===== config.mk =====
export PLATFORM = sky130hd
export DESIGN_NAME = lsu_master
export DESIGN_NICKNAME = d
export VERILOG_FILES = /design/src/rtl/lsu_master.sv
export SDC_FILE = /design/constraint.sdc
export NUM_CORES = 1
export LEC_CHECK = 0
export ABC_AREA = 1
export CORE_ASPECT_RATIO = 0.8
export CORE_MARGIN = 2
export CORE_UTILIZATION = 28
export DETAILED_ROUTE_END_ITERATION = 16
export GPL_TIMING_DRIVEN = 0
export SETUP_SLACK_MARGIN = 0.4
export SYNTH_ARGS = -nofsm -noshare
export SYNTH_HDL_FRONTEND = slang
export SYNTH_SLANG_ARGS = --single-unit

===== constraint.sdc =====
create_clock -name clk_i -period 2.42 [get_ports clk_i]
set_input_delay 0.363 -clock clk_i [delete_from_list [all_inputs] [get_ports clk_i]]
set_output_delay 0.363 -clock clk_i [all_outputs]
set_load 0.005 [all_outputs]

===== src/rtl/lsu_master.sv =====
`timescale 1ns/1ps
// lsu_master: load/store initiator between the execute/memory stage and the
// data port of the unified memory. One request in flight; each request
// takes IDLE -> ISSUE (one memory cycle) -> RESP, or IDLE -> RESP for a
// rejected request. Load/store completion counters wrap at 2^32.
// Optional build macro: MISALIGN_TRAP_EN rejects misaligned halfword/word
// accesses instead of issuing them to the memory port.
module lsu_master #(
    parameter int ADDR_WIDTH = 32,
    parameter int DATA_WIDTH = 32,
    parameter int MEM_BYTES  = 3145728
) (
    input  logic                  clk_i,
    input  logic                  rst_i,
    input  logic                  req_valid_i,
    output logic                  req_ready_o,
    input  logic                  req_we_i,
    input  logic [ADDR_WIDTH-1:0] req_addr_i,
    input  logic [DATA_WIDTH-1:0] req_wdata_i,
    input  logic [3:0]            req_op_i,
    output logic                  rsp_valid_o,
    input  logic                  rsp_ready_i,
    output logic [DATA_WIDTH-1:0] rsp_rdata_o,
    output logic                  rsp_err_o,
    output logic                  mem_request_o,
    output logic                  mem_we_o,
    output logic [ADDR_WIDTH-1:0] mem_addr_o,
    output logic [DATA_WIDTH-1:0] mem_data_o,
    output logic [3:0]            mem_op_o,
    input  logic [DATA_WIDTH-1:0] mem_data_i,
    output logic [31:0]           ld_cnt_o,
    output logic [31:0]           st_cnt_o
);

    // Memory op codes shared with the pipeline and the memory port.
    localparam logic [3:0] OP_LB  = 4'h0;
    localparam logic [3:0] OP_LH  = 4'h1;
    localparam logic [3:0] OP_LW  = 4'h2;
    localparam logic [3:0] OP_LBU = 4'h4;
    localparam logic [3:0] OP_LHU = 4'h5;
    localparam logic [3:0] OP_SB  = 4'h8;
    localparam logic [3:0] OP_SH  = 4'h9;
    localparam logic [3:0] OP_SW  = 4'hA;

    localparam logic [ADDR_WIDTH:0] MEM_LIMIT = (ADDR_WIDTH+1)'(MEM_BYTES);
    localparam logic [ADDR_WIDTH:0] ONE       = (ADDR_WIDTH+1)'(1);

    typedef enum logic [1:0] {IDLE, ISSUE, RESP} state_t;

    state_t                state_q;
    state_t                state_d;

    logic                  reg_we;
    logic [ADDR_WIDTH-1:0] reg_addr;
    logic [DATA_WIDTH-1:0] reg_wdata;
    logic [3:0]            reg_op;

    logic                  op_known;
    logic                  op_store;
    logic [2:0]            op_size;
    logic [ADDR_WIDTH:0]   size_ext;
    logic [ADDR_WIDTH:0]   last_byte;
    logic                  in_range;
    logic                  misaligned;
    logic                  req_legal;
    logic                  accept;

    // Decode the incoming op into access size and direction.
    always_comb begin
        // NOTE: every output of a combinational block gets a default first, so no path leaves one unassigned and infers a latch.
        op_known = 1'b1;
        op_store = 1'b0;
        op_size  = 3'd1;
        case (req_op_i)
            OP_LB, OP_LBU: op_size = 3'd1;
            OP_LH, OP_LHU: op_size = 3'd2;
            OP_LW:         op_size = 3'd4;
            OP_SB: begin op_size = 3'd1; op_store = 1'b1; end
            OP_SH: begin op_size = 3'd2; op_store = 1'b1; end
            OP_SW: begin op_size = 3'd4; op_store = 1'b1; end
            default:       op_known = 1'b0;
        endcase
    end

    // Last touched byte in one extra bit so an access near the top of the
    // address space cannot wrap back into the legal range.
    assign size_ext  = {{(ADDR_WIDTH-2){1'b0}}, op_size};
    assign last_byte = {1'b0, req_addr_i} + size_ext - ONE;
    assign in_range  = (last_byte < MEM_LIMIT);

`ifdef MISALIGN_TRAP_EN
    assign misaligned = ((op_size == 3'd2) && req_addr_i[0]) ||
                        ((op_size == 3'd4) && (req_addr_i[1:0] != 2'b00));
`else
    assign misaligned = 1'b0;
`endif

    assign req_legal   = op_known && (op_store == req_we_i) && in_range && !misaligned;
    assign req_ready_o = rst_i && ((state_q == IDLE) || ((state_q == RESP) && rsp_ready_i));
    assign accept      = req_valid_i && req_ready_o;

    // State register.
    always_ff @(posedge clk_i) begin
        // NOTE: sequential state uses non-blocking assignments so every flop samples pre-edge values regardless of block order.
        if (!rst_i) state_q <= IDLE;
        else        state_q <= state_d;
    end

    // Next-state logic: a rejected request goes straight to RESP.
    always_comb begin
        state_d = state_q;
        case (state_q)
            IDLE:    if (accept) state_d = req_legal ? ISSUE : RESP;
            ISSUE:   state_d = RESP;
            RESP:    if (rsp_ready_i) state_d = accept ? (req_legal ? ISSUE : RESP) : IDLE;
            default: state_d = IDLE;
        endcase
    end

    // Memory port outputs: live only in ISSUE and never while reset is held.
    always_comb begin
        mem_request_o = 1'b0;
        mem_we_o      = 1'b0;
        mem_addr_o    = '0;
        mem_data_o    = '0;
        mem_op_o      = 4'h0;
        if (rst_i && (state_q == ISSUE)) begin
            mem_request_o = 1'b1;
            mem_we_o      = reg_we;
            mem_addr_o    = reg_addr;
            mem_data_o    = reg_wdata;
            mem_op_o      = reg_op;
        end
    end

    // Capture request fields on every accepted handshake.
    always_ff @(posedge clk_i) begin
        // NOTE: the request registers are reset as well, so the memory port never presents X fields after reset.
        if (!rst_i) begin
            reg_we    <= 1'b0;
            reg_addr  <= '0;
            reg_wdata <= '0;
            reg_op    <= 4'h0;
        end else if (accept) begin
            reg_we    <= req_we_i;
            reg_addr  <= req_addr_i;
            reg_wdata <= req_wdata_i;
            reg_op    <= req_op_i;
        end
    end

    // Response register and completion counters.
    always_ff @(posedge clk_i) begin
        if (!rst_i) begin
            rsp_valid_o <= 1'b0;
            rsp_err_o   <= 1'b0;
            rsp_rdata_o <= '0;
            ld_cnt_o    <= 32'd0;
            st_cnt_o    <= 32'd0;
        end else if (state_q == ISSUE) begin
            rsp_valid_o <= 1'b1;
            rsp_err_o   <= 1'b0;
            rsp_rdata_o <= reg_we ? '0 : mem_data_i;
            if (reg_we) st_cnt_o <= st_cnt_o + 32'd1;
            else        ld_cnt_o <= ld_cnt_o + 32'd1;
        end else if (accept && !req_legal) begin
            rsp_valid_o <= 1'b1;
            rsp_err_o   <= 1'b1;
            rsp_rdata_o <= '0;
        end else if ((state_q == RESP) && rsp_ready_i) begin
            rsp_valid_o <= 1'b0;
            rsp_err_o   <= 1'b0;
        end
    end

endmodule


==> results of run 1 <==
==> timing repair <==
| item | 4_1_cts | 5_1_grt |
|---|---|---|
| gates cloned | 8 | 1 |
| endpoints found under the setup margin | 205 | 182 |
| hold buffers | 0 | 0 |
| pin swaps | 46 | 64 |
| buffers inserted | 54 | 37 |
| resized for setup | 627 | 165 |
==> worst paths after layout <==
kind	startpoint	endpoint	cells after the start
worst max-delay path	req_op_i[0]	rsp_rdata_o[26]	25
worst min-delay path	req_op_i[2]	reg_op[2]	3
worst max register to register	state_q[0]	ld_cnt_o[27]	20
worst min register to register	reg_wdata[0]	reg_wdata[0]	2
==> placed cells by master (no fill, tap or decap), drive strengths merged, types with 2 or more instances in the layout <==
cell type,instances
a21o,7
a21oi,175
a31oi,5
buf,180
bufinv,2
clkbuf,68
clkdlybuf4s15,15
clkdlybuf4s50,167
clkinv,4
dfxtp,169
dlygate4sd2,10
ha,34
inv,225
nand2,230
nand3,72
nand3b,5
nand4,15
nor2,189
nor3,45
nor3b,3
nor4,10
o211ai,2
o21a,11
o21ai,105
o21bai,2
o31ai,2
xnor2,4
xor2,12
==> cells by family after synthesis <==
group	synth area share, %
buffers and inverters	11.2
xor gates and xnor gates	1.52
and+or+nand+nor	28.0
AOI/OAI and AO/OA	17.8
DFF	36.8
adders and majority gates	4.62
==> power by group through the flow <==
stage          Sequential (mW)  Clock [mW]  Combinational, mW
2_1_floorplan             2.94           0              0.569
3_3_place_gp              2.95           0              0.946
3_5_place_dp              2.95           0              0.955
4_1_cts                   2.88        3.04               1.15
5_1_grt                   2.89        3.14               1.32
6_report                  2.88        2.94               1.19
==> metal layers <==
layer	global-route usage [%]	part of all wire (%)
met1	25.9	46
met2	31.1	47
met3	3.98	6.4
met4	4.84	1.0
met5	0	0
==> cell type report <==
cell class | count | area, µm² | share of cell area, %
clock inverters | 14 | 178 | 1.16
flip-flops and latches | 169 | 3400 | 22.2
repair buffers | 372 | 3400 | 22.2
diodes | 1 | 2.50 | 0.0163
multi-input cells | 931 | 6150 | 40.1
clock buffers | 18 | 439 | 2.87
plain buffers | 50 | 360 | 2.35
inverters | 218 | 853 | 5.57
well taps | 427 | 534 | 3.49
==> state kept, by name, summed over array words and instances (netlist names) <==
| register | flops |
|---|---|
| rsp_valid_o | 1 |
| state_q | 2 |
| reg_we | 1 |
| rsp_err_o | 1 |
| ld_cnt_o | 32 |
| rsp_rdata_o | 32 |
| reg_wdata | 32 |
| st_cnt_o | 32 |
| reg_op | 4 |
| reg_addr | 32 |
==> tightest hold or removal path, cell delays in order <==
cell and delay, ns:
buf_6 0.11, o21ai_0 0.09, a21oi_1 0.10
==> stage by stage <==
stage	hold slack, ns	power (mW)	util (%)	area [µm²]
2_1_floorplan	0.430	3.51	-	9230
3_3_place_gp	0.438	3.89	38.5	12500
3_5_place_dp	0.444	3.90	38.5	12500
4_1_cts	0.245	7.07	44.5	14400
5_1_grt	0.273	7.35	47.3	15300
6_report	0.269	7.01	47.3	15300
==> run summary, run 1 <==
delay-heaviest family, CP - simple AND/OR/NAND/NOR gates
mean post-synth cell area - 6.73 µm²
Worst-path clk slew - 0.08 ns
Period minus WS final - 2.53 ns
post-synthesis sequential area ratio - 36.8%
maximum resistive drop on vdd - 0.425 mV
Seq pwr share - 41.1%
endpoints failing setup - 40
Syn Nets - 1,507
unrepaired setup endpoints after global routing - true
Seq cells post-synth - 169
IO Pins - 274
routability cong. - 0.909
Chip Height - 166 µm
failing checks - negative setup slack
DRC - 0
CTS Sinks - 169
Worst slew margin - 46.6%
clock power share - 41.9%
CTS Buf Count - 17
Lkg Pwr - 6.19 nW
worst skew pair latency - 0.44 ns
synthesized area - 9200 µm²
crit-path max cell delay - 0.27 ns
Switch Pwr - 2.05 mW
CTS tree - yes
total of max-cap violations - 0
status - finished, violations left
combinational share of power - 17.0%
final setup TNS - -2.92 ns
FMAX - 395 MHz
Setup Skew - 0.0153 ns
final worst setup slack - -0.112 ns
cell-internal power - 4.96 mW
cell repeated most along the worst path - nand2_1
slew of the pin with the lowest slew margin - 0.801 ns
antenna violations before repair - 1
PwrDens - 458 nW/µm²
CTS H-tree lvls - 4
Netlist cell types - 42
Synth area leader - dfxtp_1
final hold vios - 0
dpl hpwl - 24.1 mm
Slew Limit Fails - 0
fin cells - 2,200
1st-pass router iterations - 5
Post-Place Setup Slack - -1.39 ns
Synth top cells by count - nand2_1, inv_1, a21oi_1
largest net degree at the start of global routing - 18
Critical Path RT - 2.78 ns
Filler cells - 3,209
post-synth top area share - 36.8%
WS Path Type - in -> reg
initial DRC count - 580
layout cells sized above 1 - 29.9%
Initial Util - 28.4%
DRT antenna net count - 0
ys async rst share - 0%
routed via count - 10,500
Max Fanout on Critical Path - 7
synthesis-to-layout area growth - 66.5%
Area contributors post-synth - dfxtp_1, a21oi_1, nand2_1
Rows - 59
Via density - 4.75
Hold Path Class - in -> reg
r2r setup slk - -0.09 ns
placed cells - 2,067
synth warn - 0
EDFF count, synth - 0
Tcrit/Tclk final - 105%
gr usage total - 19.2%
most common cell in the netlist - nand2_1
CP max-delay cell - ha_4
die width - 207 µm
number of global-route vias before repair - 9,889
startpoint types - input pin
Top FF cell, synth - dfxtp_1
WP data arrival - 2.89 ns
Syn Inst Count - 1,368
die area - 34,300 µm²
core area - 32,400 µm²
root buffer cell - clkbuf_16
first-pass GRT wire length - 52.1 mm
Port Buf Inserts - 272
Crit. End Element - flop
routed wire length - 34.4 mm
switch share - 29.2%
CTS Buffer Depth - 2
crit path buf inv count - 7
gr ovfl total - 0
fin nets - 1,898
Routed WL per cell - 15.6 µm
Power figures use the tool's default switching activity.
==> run 2: changes to the inputs <==
CAP_MARGIN = 10   (was not set)
==> results of run 2 <==
No change in the layout: final DEF, timing and power equal those of run 1.
